<file path="src/rtl/wbu_commit.sv">
// Write-back/commit stage: owns the GPR file and architectural PC, retires one
// instruction per EXU handshake and hands the next PC to fetch.
module wbu_commit #(
    parameter logic [31:0] RESET_PC = 32'h8000_0000,
    parameter int unsigned CNT_W    = 64
) (
    input  logic             clk,
    input  logic             rst_n,
    input  logic             EXU_valid,
    output logic             WBU_ready,
    input  logic [31:0]      wd,
    input  logic [4:0]       rd,
    input  logic             regwr,
    input  logic [31:0]      src1,
    input  logic [31:0]      imm,
    input  logic             PCAsrc,
    input  logic             PCBsrc,
    input  logic             ebreak,
    output logic             WBU_valid,
    input  logic             IFU_ready,
    output logic [31:0]      pc,
    input  logic [4:0]       raddr1,
    input  logic [4:0]       raddr2,
    output logic [31:0]      rdata1,
    output logic [31:0]      rdata2,
    output logic             commit,
    output logic             halt,
    output logic [CNT_W-1:0] retired
);

    typedef enum logic [1:0] {
        S_IDLE,
        S_COMMIT,
        S_HANDOFF
    } state_t;

    state_t            r_state;
    logic [31:0]       r_gpr [32];
    logic [31:0]       r_pc;
    logic [31:0]       r_next_pc;
    logic [31:0]       r_wd;
    logic [4:0]        r_rd;
    logic              r_regwr;
    logic              r_ebreak;
    logic              r_commit;
    logic              r_wbu_valid;
    logic              r_halt;
    logic [CNT_W-1:0]  r_retired;

    logic [31:0]       w_base;
    logic [31:0]       w_offset;
    logic [31:0]       w_sum;
    logic [31:0]       w_next_pc;
    logic              w_ready;
    logic              w_accept;

    assign w_ready   = (r_state == S_IDLE) && !r_halt;
    assign w_accept  = EXU_valid && w_ready;

    assign w_base    = PCBsrc ? src1 : r_pc;
    assign w_offset  = PCAsrc ? imm : 32'd4;
    assign w_sum     = w_base + w_offset;
    // Register-relative targets (JALR) always land on an even address.
    assign w_next_pc = {w_sum[31:1], w_sum[0] & ~PCBsrc};

    always_ff @(posedge clk or negedge rst_n) begin
        if (!rst_n) begin
            r_state     <= S_IDLE;
            r_pc        <= RESET_PC;
            r_next_pc   <= '0;
            r_wd        <= '0;
            r_rd        <= '0;
            r_regwr     <= 1'b0;
            r_ebreak    <= 1'b0;
            r_commit    <= 1'b0;
            r_wbu_valid <= 1'b0;
            r_halt      <= 1'b0;
            r_retired   <= '0;
            for (int unsigned i = 0; i < 32; i++) begin
                r_gpr[i] <= '0;
            end
        end else begin
            case (r_state)
                S_IDLE: begin
                    r_commit <= 1'b0;
                    if (w_accept) begin
                        r_wd      <= wd;
                        r_rd      <= rd;
                        r_regwr   <= regwr;
                        r_ebreak  <= ebreak;
                        r_next_pc <= w_next_pc;
                        r_commit  <= 1'b1;
                        r_state   <= S_COMMIT;
                    end
                end
                S_COMMIT: begin
                    r_commit <= 1'b0;
                    if (r_regwr && (r_rd != 5'd0)) begin
                        r_gpr[r_rd] <= r_wd;
                    end
                    r_pc        <= r_next_pc;
                    r_retired   <= r_retired + {{(CNT_W-1){1'b0}}, 1'b1};
                    if (r_ebreak) begin
                        r_halt <= 1'b1;
                    end
                    r_wbu_valid <= 1'b1;
                    r_state     <= S_HANDOFF;
                end
                S_HANDOFF: begin
                    r_commit <= 1'b0;
                    if (IFU_ready) begin
                        r_wbu_valid <= 1'b0;
                        r_state     <= S_IDLE;
                    end
                end
                default: begin
                    r_commit    <= 1'b0;
                    r_wbu_valid <= 1'b0;
                    r_state     <= S_IDLE;
                end
            endcase
        end
    end

    assign rdata1    = (raddr1 == 5'd0) ? '0 : r_gpr[raddr1];
    assign rdata2    = (raddr2 == 5'd0) ? '0 : r_gpr[raddr2];

    assign WBU_ready = w_ready;
    assign WBU_valid = r_wbu_valid;
    assign pc        = r_pc;
    assign commit    = r_commit;
    assign halt      = r_halt;
    assign retired   = r_retired;

endmodule
</file>
<file path="config.mk">
export PLATFORM = sky130hd
export DESIGN_NAME = wbu_commit
export DESIGN_NICKNAME = d
export VERILOG_FILES = /design/src/rtl/wbu_commit.sv
export SDC_FILE = /design/constraint.sdc
export NUM_CORES = 2
export LEC_CHECK = 0
export BUFFER_PORTS_ARGS = -buffer_cell sky130_fd_sc_hd__buf_2
export CORE_MARGIN = 1.5
export CORE_UTILIZATION = 67
export CTS_CLUSTER_SIZE = 24
export DETAILED_ROUTE_END_ITERATION = 10
export PLACE_DENSITY = 0.95
export SLEW_MARGIN = 30
export SYNTH_ARGS = -nofsm -noshare
export SYNTH_HDL_FRONTEND = slang
export SYNTH_SLANG_ARGS = --single-unit
</file>
<file path="constraint.sdc">
create_clock -name clk -period 8.3 [get_ports clk]
set_input_delay 0.415 -clock clk [delete_from_list [all_inputs] [get_ports clk]]
set_output_delay 0.415 -clock clk [all_outputs]
set_load 0.02 [all_outputs]
</file>
* Word level (Yosys, flattened, before mapping)
Index checks and enable logic that the tools add are counted.
** Word-level totals
- Register bits after elaboration :: 1196
- Output and inout bits :: 164
- Word-level logic and storage cells :: 93
- Input bits :: 119
** Operators by class
- $add $sub $neg :: 2
- Order comparisons :: 4
- Eq/ne operators :: 4
- Bitwise logic cells :: 6
- Reductions and logical operators :: 14
- Mux-type cells :: 20
** Operators with widths (number)
- bitwise mux 1024 bit :: 1
- binary-select mux 32 bit (select 5 bit) :: 2
- 2-to-1 mux 32 bit :: 9
- demux 32 bit (select 5 bit) :: 1
- adder 64 x 1 -> 64 bit, second input constant :: 1
- adder 32 bit :: 1
- >= comparator 6 bit, second input constant :: 3
- inverter 5 -> 6 bit :: 3
- zero test 5 bit :: 2
- AND reduction 2 bit :: 5
- less-than comparator 6 x 1 -> 1 bit, second input constant :: 1
- one-hot mux 2 bit (3 select lines) :: 1
- nonzero test 5 bit :: 1
- logical AND 1 bit :: 4
- 2-to-1 mux 2 bit :: 2
- != test 2 bit, second input constant :: 2
- 2-to-1 mux 1 bit :: 3
- one-hot mux 1 bit (3 select lines) :: 1
- == test 2 x 1 -> 1 bit, second input constant :: 1
- == test 2 bit, second input constant :: 1
- zero test 2 bit :: 1
- inverter 1 bit :: 2
- bitwise AND 1 bit :: 1
- zero test 1 bit :: 1

* Logic depth before layout (Yosys ltp)
- Word-level depth :: 6
- Gate-level depth with buffers :: 12
- Mapped depth without buffers :: 10

* Worst setup path before layout
Ideal clock, no wire load.
- Kind :: input to register
- From :: in PCBsrc
- To :: reg r_next_pc[23]
- Setup time :: 120 ps
- Path buffers :: 3
- Stages :: 12
- Data arrival time :: 3179 ps
- Required time :: 8180 ps
- Path slack :: 5001 ps
- Path through :: clkbuf_1 > clkbuf_1 > mux2_2 > ha_1 > clkbuf_1 > and3_1 > and3_1 > a32o_1 > nor2_1 > a21oi_1 > or3_1 > a31o_2
** On the way
- Longest elaborated chain between the ends :: 2
** Ends and longest elaborated chain
- start: declaration :: line 17 : input logic PCBsrc,
- 2-to-1 mux 32 bit :: line 60 : assign w_base = PCBsrc ? src1 : r_pc;
- adder 32 bit :: line 62 : assign w_sum = w_base + w_offset;
- end signal: assignment :: line 91 : r_next_pc <= w_next_pc;
- end: declaration :: line 40 : logic [31:0] r_next_pc;
No other way between the ends.
A chain may end at the register's enable or synchronous reset.

* Final worst setup path
- From :: in raddr2[1]
- To :: out rdata2[3]
** On the way
- Longest elaborated chain between the ends :: 5
- Elaborated cells on any way between the ends :: 6
- Classes of those cells :: 4 x mux; 1 x bitwise; 1 x reduce/logical
** Ends and longest elaborated chain
- start: declaration :: line 23 : input logic [4:0] raddr2,
- inverter 5 -> 6 bit (not written as such) :: line 126 : assign rdata2 = (raddr2 == 5'd0) ? '0 : r_gpr[raddr2];
- binary-select mux 32 bit (select 5 bit) :: line 126
- 2-to-1 mux 32 bit (not written as such) (2 in series) :: line 126
- 2-to-1 mux 32 bit (*) :: line 126
- end: declaration :: line 25 : output logic [31:0] rdata2,
Mark *: on every way between the ends. The rest lies on a longest branch, timed or not. The select of a mux whose other input is x is not followed.

==> key figures <==
GRT
  – Initial antenna violation count: 8
  – GRT Total Usage: 0.404
  – Vias in the first global route: 45.9k
  – Pin count of the biggest net entering global routing: 177
  – First-pass GRT wire length: 285 mm
  – Total gr overflow: 0

Route
  – DRT antenna net count: 0
  – Vias: 42.8k
  – Residual DRC: 0
  – Routed vias/inst: 7.62
  – WL final: 191 mm
  – Wire length per cell: 34.0 µm
  – DRT Pass-1 Iters: 6
  – Drt initial violations: 5,468

Yosys
  – Post-Syn Area: 63,100 µm²
  – Compound-Gate Fraction of Synth Area: 0.0128
  – Async SR Flop Fraction: 1.00
  – Instance count of the mapped netlist: 4,163
  – Register area share after synthesis: 0.474
  – Area share of the largest cell type after synthesis: 0.474
  – Post-Synth Simple-Gate Area: 0.0391
  – Synth unique cells: 61
  – Seq cells post-synth: 1,196
  – Post-synthesis mux area share: 0.427
  – Syn. warnings: 0
  – Avg Cell Area, Syn: 15.2 µm²
  – Largest family of logic cells by synthesized area: multiplexers
  – Leading area contributor after synthesis: dfrtp_1
  – Syn nets: 4,315
  – Post-Synth XOR/XNOR Area: 0.0115
  – Synth area leaders: dfrtp_1 (47%), mux4_2 (23%), mux2_2 (19%)
  – Main synth FF type: dfrtp_1
  – Adder-Cell Fraction of Synth Area: 0.00666
  – Post-synth EDFFs: 0

CTS
  – CTS tree: done
  – H-tree levels: 3
  – Setup Buffers After CTS: 0
  – Clock Pin Slew Worst Setup and Hold Paths: 0.07 ns
  – Clock sink total: 1,196
  – Post-CTS Resized: 0
  – Root Driver: clkbuf_16
  – CTS Buffer Depth: 3
  – Total CTS buffers: 116
  – Worst-skew pair later-pin latency: 0.73 ns
  – Hold buffer count at CTS: 39

Final layout
  – Nets@finish: 4,403
  – Share of layout cells above drive strength 1: 0.532
  – Area growth, synth to finish: 10.7%
  – Non-Filler Instances: 5,608

Timing
  – Setup TNS Final: 0 ns
  – Minimum clock period: 4.27 ns
  – Slew @ Worst Pin: 1.06 ns
  – Final setup viols: 0
  – RSZ-0062 raised after global routing: no
  – Crit share post-route: 0.515
  – Layout Skew: 0.0391 ns
  – Upper clock frequency limit: 234 MHz
  – Final hold violation count: 0
  – Max Slew Vio Count: 0
  – Relative slew slack: 0.292

Critical path
  – Reg-to-Reg End: r_gpr[720]
  – CP max-delay cell: buf_4
  – CP max FO: 95
  – Setup Crit Path Kind: in2out
  – Cell mode on critical path: mux4_2
  – FF-to-FF path depth: 8
  – R2R Setup Slk: 4.18 ns
  – Critical Path RT: 7.89 ns
  – Slowest cell delay on critical path: 0.89 ns
  – CP Cell Sequence: buf_8 > buf_4 > mux4_2 > mux4_2 > mux2i_1 > nor2_1 > buf_2
  – R2r startpoint: r_state[0]
  – CP bufs+invs: 3
  – Critical path launch point type: primary input
  – Cell family with most CP delay: buffers and inverters
  – CP arrival: 3.86 ns
  – Worst setup EP type: output pin

Die
  – Die W: 310 µm
  – Die H: 310 µm
  – Die ar.: 96,000 µm²
  – Core Footprint: 93,300 µm²
  – I/O pin total: 283
  – Core Rows: 112
  – Initial Util: 0.676

Placed design
  – Placed Instances: 5,344
  – I/O Buffers: 282
  – Global placement routability congestion: 0.919
  – HPWL after DPL: 104 mm

Pwr
  – Power density over cell area: 249 nW/µm²
  – LEAKAGE: 0.0330 µW
  – Maximum vdd drop: 322 µV

Run
  – Maxcap violations: 0

Hold path
  – Hold-critical path endpoint: r_state[1]
  – Worst min-delay path class: in2reg
  – Hold Crit Start: IFU_ready
  – Hold Path Depth: 4

Run status
  – Status: finished, final reports clean
[cell usage after synthesis, types with 22 or more instances]
cell type  number
mux2i_1        66
a21oi_1        38
xor2_1         32
ha_1           32
nand4_1        22
buf_2         113
dfrtp_1      1195
o21ai_0        35
buf_1          58
mux2_2       1049
nand2_1       226
mux4_2        640
clkbuf_1      252
and2_1         38
nand3_1        31
nor2_1        120
xnor2_1        51
[layout make-up]
| class | instances | area (µm²) |
|---|---|---|
| Antenna cell | 6 | 15.0 |
| Clock buffer | 157 | 3350 |
| Clock inverter | 58 | 752 |
| Fill cell | 4946 | 23500 |
| Inverter | 13 | 50.0 |
| Multi-Input combinational cell | 2531 | 31500 |
| Sequential cell | 1196 | 30000 |
| Tap cell | 1254 | 1570 |
| Timing Repair Buffer | 393 | 2610 |
[cell usage in the layout, fill, tap and decap left out, types with 25 or more instances in the layout]
cell type and count:
mux4_2 640, and2_1 38, dlygate4sd3_1 39, clkbuf_8 25, mux2_2 1049, nand3_1 31, o21ai_0 35, clkbuf_16 118
dfrtp_1 1173, xnor2_1 51, xor2_1 32, nor2_1 110, mux2i_1 66, clkinv_2 29, a21oi_1 38, ha_1 32
buf_4 61, buf_2 271, nand2_1 208
[where the power goes]
part	leakage (µW)	internal [µW]	switching, µW	total, µW
clock network	0.00202	3330	2420	5750
registers	0.0165	6770	1480	8260
logic	0.0145	1820	1600	3420
[worst min-delay path, cell delays in order]
cell     delay, ns
buf_2         0.10
nor2_1        0.04
nand2_1       0.06
nand2_1       0.07
[sequential cells by signal, summed over array words and instances (netlist names)]
| register | flops |
|---|---|
| commit | 1 |
| r_regwr | 1 |
| pc | 32 |
| r_gpr | 1024 |
| r_wd | 32 |
| r_ebreak | 1 |
| WBU_valid | 1 |
| r_state | 2 |
| halt | 1 |
| r_next_pc | 32 |
| retired | 64 |
| r_rd | 5 |
[logic make-up after synthesis]
group | count (synthesis)
xor+xnor | 83
mux | 1762
fa+ha+maj | 33
buf+inv | 436
simple gates | 524
flops | 1196
compound gates | 129
[how the worst max path moves through the flow]
stage	start	cells after the start	slack, ns	to
2_1_floorplan	PCBsrc	12	5.00	r_next_pc[23]
3_3_place_gp	raddr2[0]	7	4.10	rdata2[22]
3_5_place_dp	raddr2[0]	7	4.04	rdata2[22]
4_1_cts	raddr2[0]	7	4.01	rdata2[22]
5_1_grt	raddr2[1]	7	4.00	rdata2[3]
6_report	raddr2[1]	7	4.03	rdata2[3]
[routing by layer]
layer | global-route usage | part of all wire | vias up
met3 | 0.122 | 0.12 | 1088
met4 | 0.266 | 0.078 | 4
li1 | - | - | 16007
met2 | 0.616 | 0.47 | 3580
met1 | 0.506 | 0.33 | 22075
met5 | 0.00202 | 0.00012 | -
[stage by stage]
stage	utilization	hold WS (ns)	power (µW)	setup slack, ns	cell area, µm²
after CTS	0.747	0.00207	17200	4.01	69700
after global routing	0.748	0.0288	17900	4.00	69800
final	0.748	0.0237	17400	4.03	69800
after detailed placement	0.698	0.383	11400	4.04	65200
after global placement	0.698	0.377	11200	4.10	65200
after floorplan	-	0.119	10200	5.00	63100
No activity file was read; power rests on OpenSTA's default activity.
